`config.mk`:
```
export PLATFORM = sky130hd
export DESIGN_NAME = ps2_mouse_packet
export DESIGN_NICKNAME = d
export VERILOG_FILES = /design/src/rtl/ps2_mouse_packet.sv
export SDC_FILE = /design/constraint.sdc
export NUM_CORES = 1
export LEC_CHECK = 0
export ABC_AREA = 1
export BUFFER_PORTS_ARGS = -buffer_cell sky130_fd_sc_hd__buf_2
export CORE_ASPECT_RATIO = 0.7
export CORE_MARGIN = 2
export CORE_UTILIZATION = 45
export DETAILED_ROUTE_END_ITERATION = 12
export PLACE_DENSITY = 0.6
export SLEW_MARGIN = 25
export SYNTH_ARGS = -nofsm -noshare
export SYNTH_HDL_FRONTEND = slang
export SYNTH_SLANG_ARGS = --single-unit
export TNS_END_PERCENT = 1
```
`constraint.sdc`:
```
create_clock -name Clk -period 3.5 [get_ports Clk]
set_clock_uncertainty 0.05 [all_clocks]
set_input_delay 0.175 -clock Clk [delete_from_list [all_inputs] [get_ports Clk]]
set_output_delay 0.175 -clock Clk [all_outputs]
set_load 0.1 [all_outputs]
```
`src/rtl/ps2_mouse_packet.sv`:
```
// ---------------------------------------------------------------------------
// ps2_mouse_packet
//
// Receive-only PS/2 mouse front end. The raw PS/2 clock and data lines are
// synchronised into the Clk domain, the clock is glitch-filtered, and 11-bit
// frames (start, 8 data LSB-first, odd parity, stop) are deserialised. Valid
// bytes are assembled into standard 3-byte stream-mode packets, which are
// presented as signed X/Y deltas plus button levels. This block never drives
// the PS/2 bus.
//
// Ports
//   Clk        in   system clock
//   Reset      in   asynchronous, active-high reset
//   PS2_CLK    in   raw PS/2 clock (asynchronous)
//   PS2_DAT    in   raw PS/2 data (asynchronous)
//   dx         out  9-bit signed X delta {Xsign, byte1}
//   dy         out  9-bit signed Y delta {Ysign, byte2}, up positive
//   m1,m2,m3   out  left / right / middle button levels
//   new_data   out  one-cycle pulse when dx/dy/m* take a new packet
//   frame_err  out  one-cycle pulse on parity, stop, sync error or timeout
// ---------------------------------------------------------------------------
module ps2_mouse_packet #(
    parameter int SYNC_STAGES    = 2,
    parameter int FILTER_LEN     = 8,
    parameter int TIMEOUT_CYCLES = 50000
) (
    input  logic       Clk,
    input  logic       Reset,
    input  logic       PS2_CLK,
    input  logic       PS2_DAT,
    output logic [8:0] dx,
    output logic [8:0] dy,
    output logic       m1,
    output logic       m2,
    output logic       m3,
    output logic       new_data,
    output logic       frame_err
);

    localparam int FW = $clog2(FILTER_LEN + 1);
    localparam int TW = $clog2(TIMEOUT_CYCLES + 1);

    localparam logic [1:0] ST_IDLE   = 2'd0;
    localparam logic [1:0] ST_DATA   = 2'd1;
    localparam logic [1:0] ST_PARITY = 2'd2;
    localparam logic [1:0] ST_STOP   = 2'd3;

    logic [SYNC_STAGES-1:0] clk_sync;
    logic [SYNC_STAGES-1:0] dat_sync;
    logic                   clk_in;
    logic                   dat_in;

    logic [FW-1:0] filt_cnt;
    logic          clk_filt;
    logic          change_done;
    logic          fall;

    logic [1:0]    state;
    logic [2:0]    bit_cnt;
    logic [7:0]    shift;
    logic          parity_bit;
    logic [1:0]    pkt_idx;
    logic [7:0]    byte0;
    logic [7:0]    byte1;

    logic [TW-1:0] to_cnt;
    logic          active;
    logic          timeout;
    logic          stop_ok;

    // Both lines idle high, so the synchronisers reset to 1 to avoid a
    // phantom falling edge right after reset.
    always_ff @(posedge Clk or posedge Reset) begin
        if (Reset) begin
            clk_sync <= '1;
            dat_sync <= '1;
        end else begin
            clk_sync[0] <= PS2_CLK;
            dat_sync[0] <= PS2_DAT;
            for (int i = 1; i < SYNC_STAGES; i++) begin
                clk_sync[i] <= clk_sync[i-1];
                dat_sync[i] <= dat_sync[i-1];
            end
        end
    end

    assign clk_in = clk_sync[SYNC_STAGES-1];
    assign dat_in = dat_sync[SYNC_STAGES-1];

    // The filtered clock only flips once the synchronised clock has
    // disagreed with it for FILTER_LEN consecutive samples; any shorter
    // excursion restarts the count.
    assign change_done = (clk_in != clk_filt) && (filt_cnt == FW'(FILTER_LEN - 1));
    assign fall        = change_done && clk_filt;

    always_ff @(posedge Clk or posedge Reset) begin
        if (Reset) begin
            clk_filt <= 1'b1;
            filt_cnt <= '0;
        end else if (clk_in == clk_filt) begin
            filt_cnt <= '0;
        end else if (change_done) begin
            clk_filt <= clk_in;
            filt_cnt <= '0;
        end else begin
            filt_cnt <= filt_cnt + FW'(1);
        end
    end

    // The watchdog runs whenever a frame or a packet is in progress. A fall
    // in the same cycle as expiry suppresses the timeout, so a valid stop
    // bit always wins the race.
    assign active  = (state != ST_IDLE) || (pkt_idx != 2'd0);
    assign timeout = active && !fall && (to_cnt == TW'(TIMEOUT_CYCLES - 1));

    always_ff @(posedge Clk or posedge Reset) begin
        if (Reset) begin
            to_cnt <= '0;
        end else if (fall || !active || timeout) begin
            to_cnt <= '0;
        end else begin
            to_cnt <= to_cnt + TW'(1);
        end
    end

    // Odd parity over data plus parity bit means the XOR of all nine is 1.
    assign stop_ok = dat_in && (^{shift, parity_bit});

    // Bit FSM and packet assembler. Outputs are registered from the stop
    // cycle of byte2, so new_data and the new values appear one Clk later.
    always_ff @(posedge Clk or posedge Reset) begin
        if (Reset) begin
            state      <= ST_IDLE;
            bit_cnt    <= 3'd0;
            shift      <= 8'h00;
            parity_bit <= 1'b0;
            pkt_idx    <= 2'd0;
            byte0      <= 8'h00;
            byte1      <= 8'h00;
            dx         <= 9'h000;
            dy         <= 9'h000;
            m1         <= 1'b0;
            m2         <= 1'b0;
            m3         <= 1'b0;
            new_data   <= 1'b0;
            frame_err  <= 1'b0;
        end else begin
            new_data  <= 1'b0;
            frame_err <= 1'b0;
            if (fall) begin
                case (state)
                    ST_IDLE: begin
                        if (!dat_in) begin
                            state   <= ST_DATA;
                            bit_cnt <= 3'd0;
                        end
                    end
                    ST_DATA: begin
                        shift   <= {dat_in, shift[7:1]};
                        bit_cnt <= bit_cnt + 3'd1;
                        if (bit_cnt == 3'd7) begin
                            state <= ST_PARITY;
                        end
                    end
                    ST_PARITY: begin
                        parity_bit <= dat_in;
                        state      <= ST_STOP;
                    end
                    default: begin
                        state <= ST_IDLE;
                        if (stop_ok) begin
                            case (pkt_idx)
                                2'd0: begin
                                    // Bit 3 of byte0 is always set; a clear
                                    // bit means we are out of step, so hold
                                    // at idx0 until an aligned byte arrives.
                                    if (shift[3]) begin
                                        byte0   <= shift;
                                        pkt_idx <= 2'd1;
                                    end else begin
                                        frame_err <= 1'b1;
                                    end
                                end
                                2'd1: begin
                                    byte1   <= shift;
                                    pkt_idx <= 2'd2;
                                end
                                2'd2: begin
                                    dx       <= byte0[6] ? 9'h000 : {byte0[4], byte1};
                                    dy       <= byte0[7] ? 9'h000 : {byte0[5], shift};
                                    m1       <= byte0[0];
                                    m2       <= byte0[1];
                                    m3       <= byte0[2];
                                    new_data <= 1'b1;
                                    pkt_idx  <= 2'd0;
                                end
                                default: begin
                                    pkt_idx <= 2'd0;
                                end
                            endcase
                        end else begin
                            frame_err <= 1'b1;
                            pkt_idx   <= 2'd0;
                        end
                    end
                endcase
            end else if (timeout) begin
                frame_err <= 1'b1;
                state     <= ST_IDLE;
                pkt_idx   <= 2'd0;
            end
        end
    end

endmodule
```
After elaboration in Yosys (flattened, before gate mapping). Index checks and enable logic that the tools add are counted.

Equal/unequal tests: 14. $add $sub $neg: 3. Bitwise logic cells: 2. Multiplexer cells: 27. Reduce and logical (&&, ||, !) cells: 27.

Operators by type and width (count): 9-bit 2-to-1 mux (2); 16-bit by 1-bit adder with 16-bit output, second input constant (1); 16-bit equality test, second input constant (1); 16-bit 2-to-1 mux (1); 2-bit 2-to-1 mux (8); 1-bit 2-to-1 mux (10); 3-bit AND reduction (3); 9-bit parity (1); 4-bit 2-to-1 mux (2); 4-bit AND reduction (2); 2-bit nonzero test (4); 3-bit inequality test, second input constant (2); 2-bit case mux with 3 select lines (1); 3-bit case mux with 2 select lines (1); 2-bit AND reduction (3); 1-bit logical AND (5); 5-bit AND reduction (1); 4-bit by 1-bit adder with 4-bit output, second input constant (1); 2-bit by 1-bit equality test with 1-bit output, second input constant (2); 2-bit equality test, second input constant (2); 4-bit by 3-bit equality test with 1-bit output, second input constant (1); 2-bit zero test (2); 2-bit inequality test, second input constant (2); 4-bit inequality test, second input constant (1); 10 further kinds (14).

Register bits after elaboration: 80. Output and inout bits: 23. Input port bits: 4.

Logic depth before layout (Yosys ltp).
Depth in word-level cells: 8. Gate-level depth with buffers: 15. Mapped depth without buffers: 14.

Worst setup path before layout. Ideal clock, no wire load.

Path type: register to register. From: register clk_filt. To: register dx[0]. Stages on the path, launching flop included: 10. Required time: 3.328 ns. Data arrival time: 1.658 ns. Setup slack: 1.670 ns. Cell sequence: dfstp_2 > xor2_2 > nand4_2 > nor2_8 > inv_4 > nor2_4 > nand2_4 > buf_6 > nand2_1 > o21ai_2.

Cells in the longest elaborated chain, start to end: 4.

Ends and longest elaborated chain: start: declaration (RTL line 54) `logic clk_filt;`; start signal: assignment (RTL line 103) `clk_filt <= clk_in;`; 1-bit inequality test (RTL line 93) `assign change_done = (clk_in != clk_filt) && (filt_cnt == FW'(FILTER_LEN - 1));`; 1-bit logical AND (RTL line 93); 1-bit logical AND * (RTL line 94) `assign fall = change_done && clk_filt;`; 4-bit AND reduction (no line) *; end signal: assignment (RTL line 189) `dx <= byte0[6] ? 9'h000 : {byte0[4], byte1};`; end: declaration (RTL line 31) `output logic [8:0] dx,`.

Mark *: on every way between the ends. The rest lies on a longest branch, timed or not. A chain may end at the register's enable or synchronous reset.

Final worst setup path.
From: register shift[3]. To: register dx[2].

Cells in the longest elaborated chain, start to end: 3.

Ends and longest elaborated chain: start: declaration (RTL line 60) `logic [7:0] shift;`; start signal: assignment (RTL line 159) `shift <= {dat_in, shift[7:1]};`; 9-bit parity (RTL line 127) `assign stop_ok = dat_in && (^{shift, parity_bit});`; 1-bit logical AND (RTL line 127); 4-bit AND reduction (no line).

Every way passes these cells.

==> flow_metrics.env <==
export IMPL_yosys_top_cells_area="dfrtp_1, nand2_1, o21ai_2"
export IMPL_cp_top_family="simple AND/OR/NAND/NOR gates"
export IMPL_path_buf_inv=2
export IMPL_cts_made_buffers=9
export IMPL_dp_cells=542
export IMPL_slew_headroom_pct=47.11
export IMPL_drt_wirelength_per_cell_um=13.05
export IMPL_root_buffer="clkbuf_16"
export IMPL_finalInstanceArea_um2=4273
export IMPL_dr_pass1_iters=4
export IMPL_cts_sinks=79
export IMPL_cts_resized=0
export IMPL_seq_area_frac_synth_pct=53.15
export IMPL_maxCapViolCount=0
export IMPL_grt_pass1_vias=2670
export IMPL_slowest_stage="dfrtp_1"
export IMPL_grt_max_degree=48
export IMPL_startpoint_type="flop"
export IMPL_synth_fp_nets=432
export IMPL_cpMostUsedCell="nand2_1"
export IMPL_cts_tree="yes"
export IMPL_timing_final_ws_setup_ns=1.096
export IMPL_worstSkewPairLatency_ns=0.33
export IMPL_hold_viol=0
export IMPL_fmax_mhz=416.0
export IMPL_synth_common_cells="nand2_1, dfrtp_1, inv_1"
export IMPL_required_ns=3.66
export IMPL_grt_antenna_before_repair=0
export IMPL_period_share_pct=68.68
export IMPL_arrival_ns=2.56
export IMPL_dieWidth_um=112.8
export IMPL_row_count=27
export IMPL_clk_pin_slew_worst_paths_ns=0.06
export IMPL_critPathMaxFanout=40
export IMPL_syn_area_per_cell_um2=8.884
export IMPL_coreArea_um2=7939
export IMPL_path_cells="inv_1, nand2_1, nand2_1, inv_1, nand2_1, nand2_1, nand3_1, nand2_1, nor2_2, nand2_4, nand2_1, o21ai_2"
export IMPL_port_buffers=26
export IMPL_ys_seq_elements=79
export IMPL_synth_top_cell_by_area="dfrtp_1"
export IMPL_p_leak_uw=0.002123
export IMPL_final_cells=561
export IMPL_rsz0062_at_grt="false"
export IMPL_p_int_uw=1558
export IMPL_status="complete, no violations"
export IMPL_drv_slew=0
export IMPL_cts_hold_buf=3
export IMPL_drc=0
export IMPL_dieArea_um2=9048
export IMPL_dp_hpwl_um=5281
export IMPL_htree_num_levels=3
export IMPL_vias_per_cell=4.920
export IMPL_pre_cts_ws_ns=1.113
export IMPL_final_layout_size_suffix_gt1_share_pct=17.17
export IMPL_synth_top_area_share_pct=49.63
export IMPL_drt_initial_drc_count=185
export IMPL_ir_drop_v=0.0003534
export IMPL_hp_class="flop to flop"
export IMPL_synth_edff_count=0
export IMPL_worst_pin_slew_ns=0.7924
export IMPL_grt_pass1_wl_um=13160
export IMPL_power_frac_comb_pct=3.5
export IMPL_start_util_pct=47.00
export IMPL_ys_warnings_count=0
export IMPL_r2r_setup_slack_ns=1.10
export IMPL_slowest_delay_ns=0.42
export IMPL_grt_usage_pct=18.63
export IMPL_num_vias=2760
export IMPL_wl_um=7323
export IMPL_async_flop_share_pct=100.0
export IMPL_fin_setup_tns_ns=0
export IMPL_critPathKind="flop to flop"
export IMPL_fin_crit_ns=2.404
export IMPL_cts_setup_buffers=0
export IMPL_syn_inst=420
export IMPL_netlist_area_um2=3731
export IMPL_power_total_uw=1971
export IMPL_yosysMostFrequentCell="nand2_1"
export IMPL_io_pins=27
export IMPL_antenna_cells=0
export IMPL_power_switching_uw=413.2
export IMPL_clock_power_share_pct=47.6
export IMPL_cts_path_max_buffers=2
export IMPL_cp_end_kind="flop"
export IMPL_ant_nets=0
export IMPL_routabilityCongestion=0.8677
export IMPL_setup_viol=0
export IMPL_p_sw_share_pct=20.97
export IMPL_ys_types=37
export IMPL_power_density_nw_per_um2=461.3
export IMPL_fin_nets=467
export IMPL_dieHeight_um=80.19
export IMPL_overflow=0
export IMPL_dpl_cell_area_um2=3940
export IMPL_ys_flop_type="dfrtp_1"
export IMPL_syn2layout_area_growth_pct=14.52
export IMPL_seqPwrFrac_pct=48.9
==> through the flow <==
stage	utilization, %	hold slack [ns]
finish	53.82	0.3059
global route	53.82	0.3136
CTS	53.82	0.3077
detailed placement	49.63	0.2312
global placement	49.63	0.2330
floorplan	-	0.1295
==> kinds of logic after synthesis <==
| logic type | after synthesis | share of synthesized area (%) |
|---|---|---|
| compound gates | 43 | 8.148 |
| buf+inv | 49 | 6.237 |
| simple gates | 234 | 27.93 |
| xor+xnor | 7 | 1.845 |
| fa+ha+maj | 8 | 2.683 |
| flops | 79 | 53.15 |
==> flip-flops by register name (all words and copies together) (netlist names), 2 cells and up <==
name,cells
byte0,7
to_cnt,16
dy,9
filt_cnt,4
clk_sync,2
state,2
dx,9
bit_cnt,3
pkt_idx,2
dat_sync,2
byte1,8
shift,8
==> cell type report <==
| cell class | count | area [um2] |
|---|---|---|
| inverters | 41 | 162.7 |
| clock inverters | 3 | 42.54 |
| multi-input cells | 292 | 1515 |
| well taps | 101 | 126.4 |
| clock buffers | 13 | 260.3 |
| flip-flops and latches | 79 | 1983 |
| repair buffers | 32 | 182.7 |
| fillers | 740 | 3666 |
==> worst paths after layout <==
path,start,end,cells past startpoint
max,shift[3],dx[2],12
min,clk_sync[0],clk_sync[1],0
max reg2reg,shift[3],dx[2],12
min reg2reg,clk_sync[0],clk_sync[1],0
max in group asynchronous,Reset,m1,4
min in group asynchronous,Reset,to_cnt[8],3
==> power groups by stage <==
stage / combinational (uW) / sequential [uW] / clock, uW
final: 69.9 / 964 / 937
after global routing: 83.1 / 966 / 1010
after CTS: 72.4 / 963 / 965
after floorplan: 53.0 / 973 / 0
after detailed placement: 69.3 / 980 / 0
after global placement: 65.6 / 978 / 0
==> routing by layer <==
metal	vias to the layer above	global-route usage [%]	wire length, um
met5	-	0	0
met4	0	5.610	29
met3	2	5.434	276
met2	45	25.09	3004
met1	1290	28.63	4012
li1	1423	-	-
==> layout by cell type (no fill, tap or decap), types with 2 or more instances in the layout <==
cell type,count
nand2_1,144
dfrtp_1,74
inv_1,36
nor2_1,31
buf_2,26
nand3_1,17
o21ai_2,17
nand4_1,16
o21ai_0,14
clkbuf_16,9
nor3_1,8
ha_1,8
dfstp_2,5
nor3b_1,4
xor2_1,3
a21oi_1,3
xnor2_1,3
nor4_1,3
dlygate4sd3_1,3
buf_4,3
clkinv_1,2
nor2_4,2
nand3_2,2
o211ai_1,2
and2_1,2
o21a_1,2
a211oi_1,2
clkinv_2,2
clkbuf_8,2
clkbuf_1,2
No activity file was read; power rests on OpenSTA's default activity.
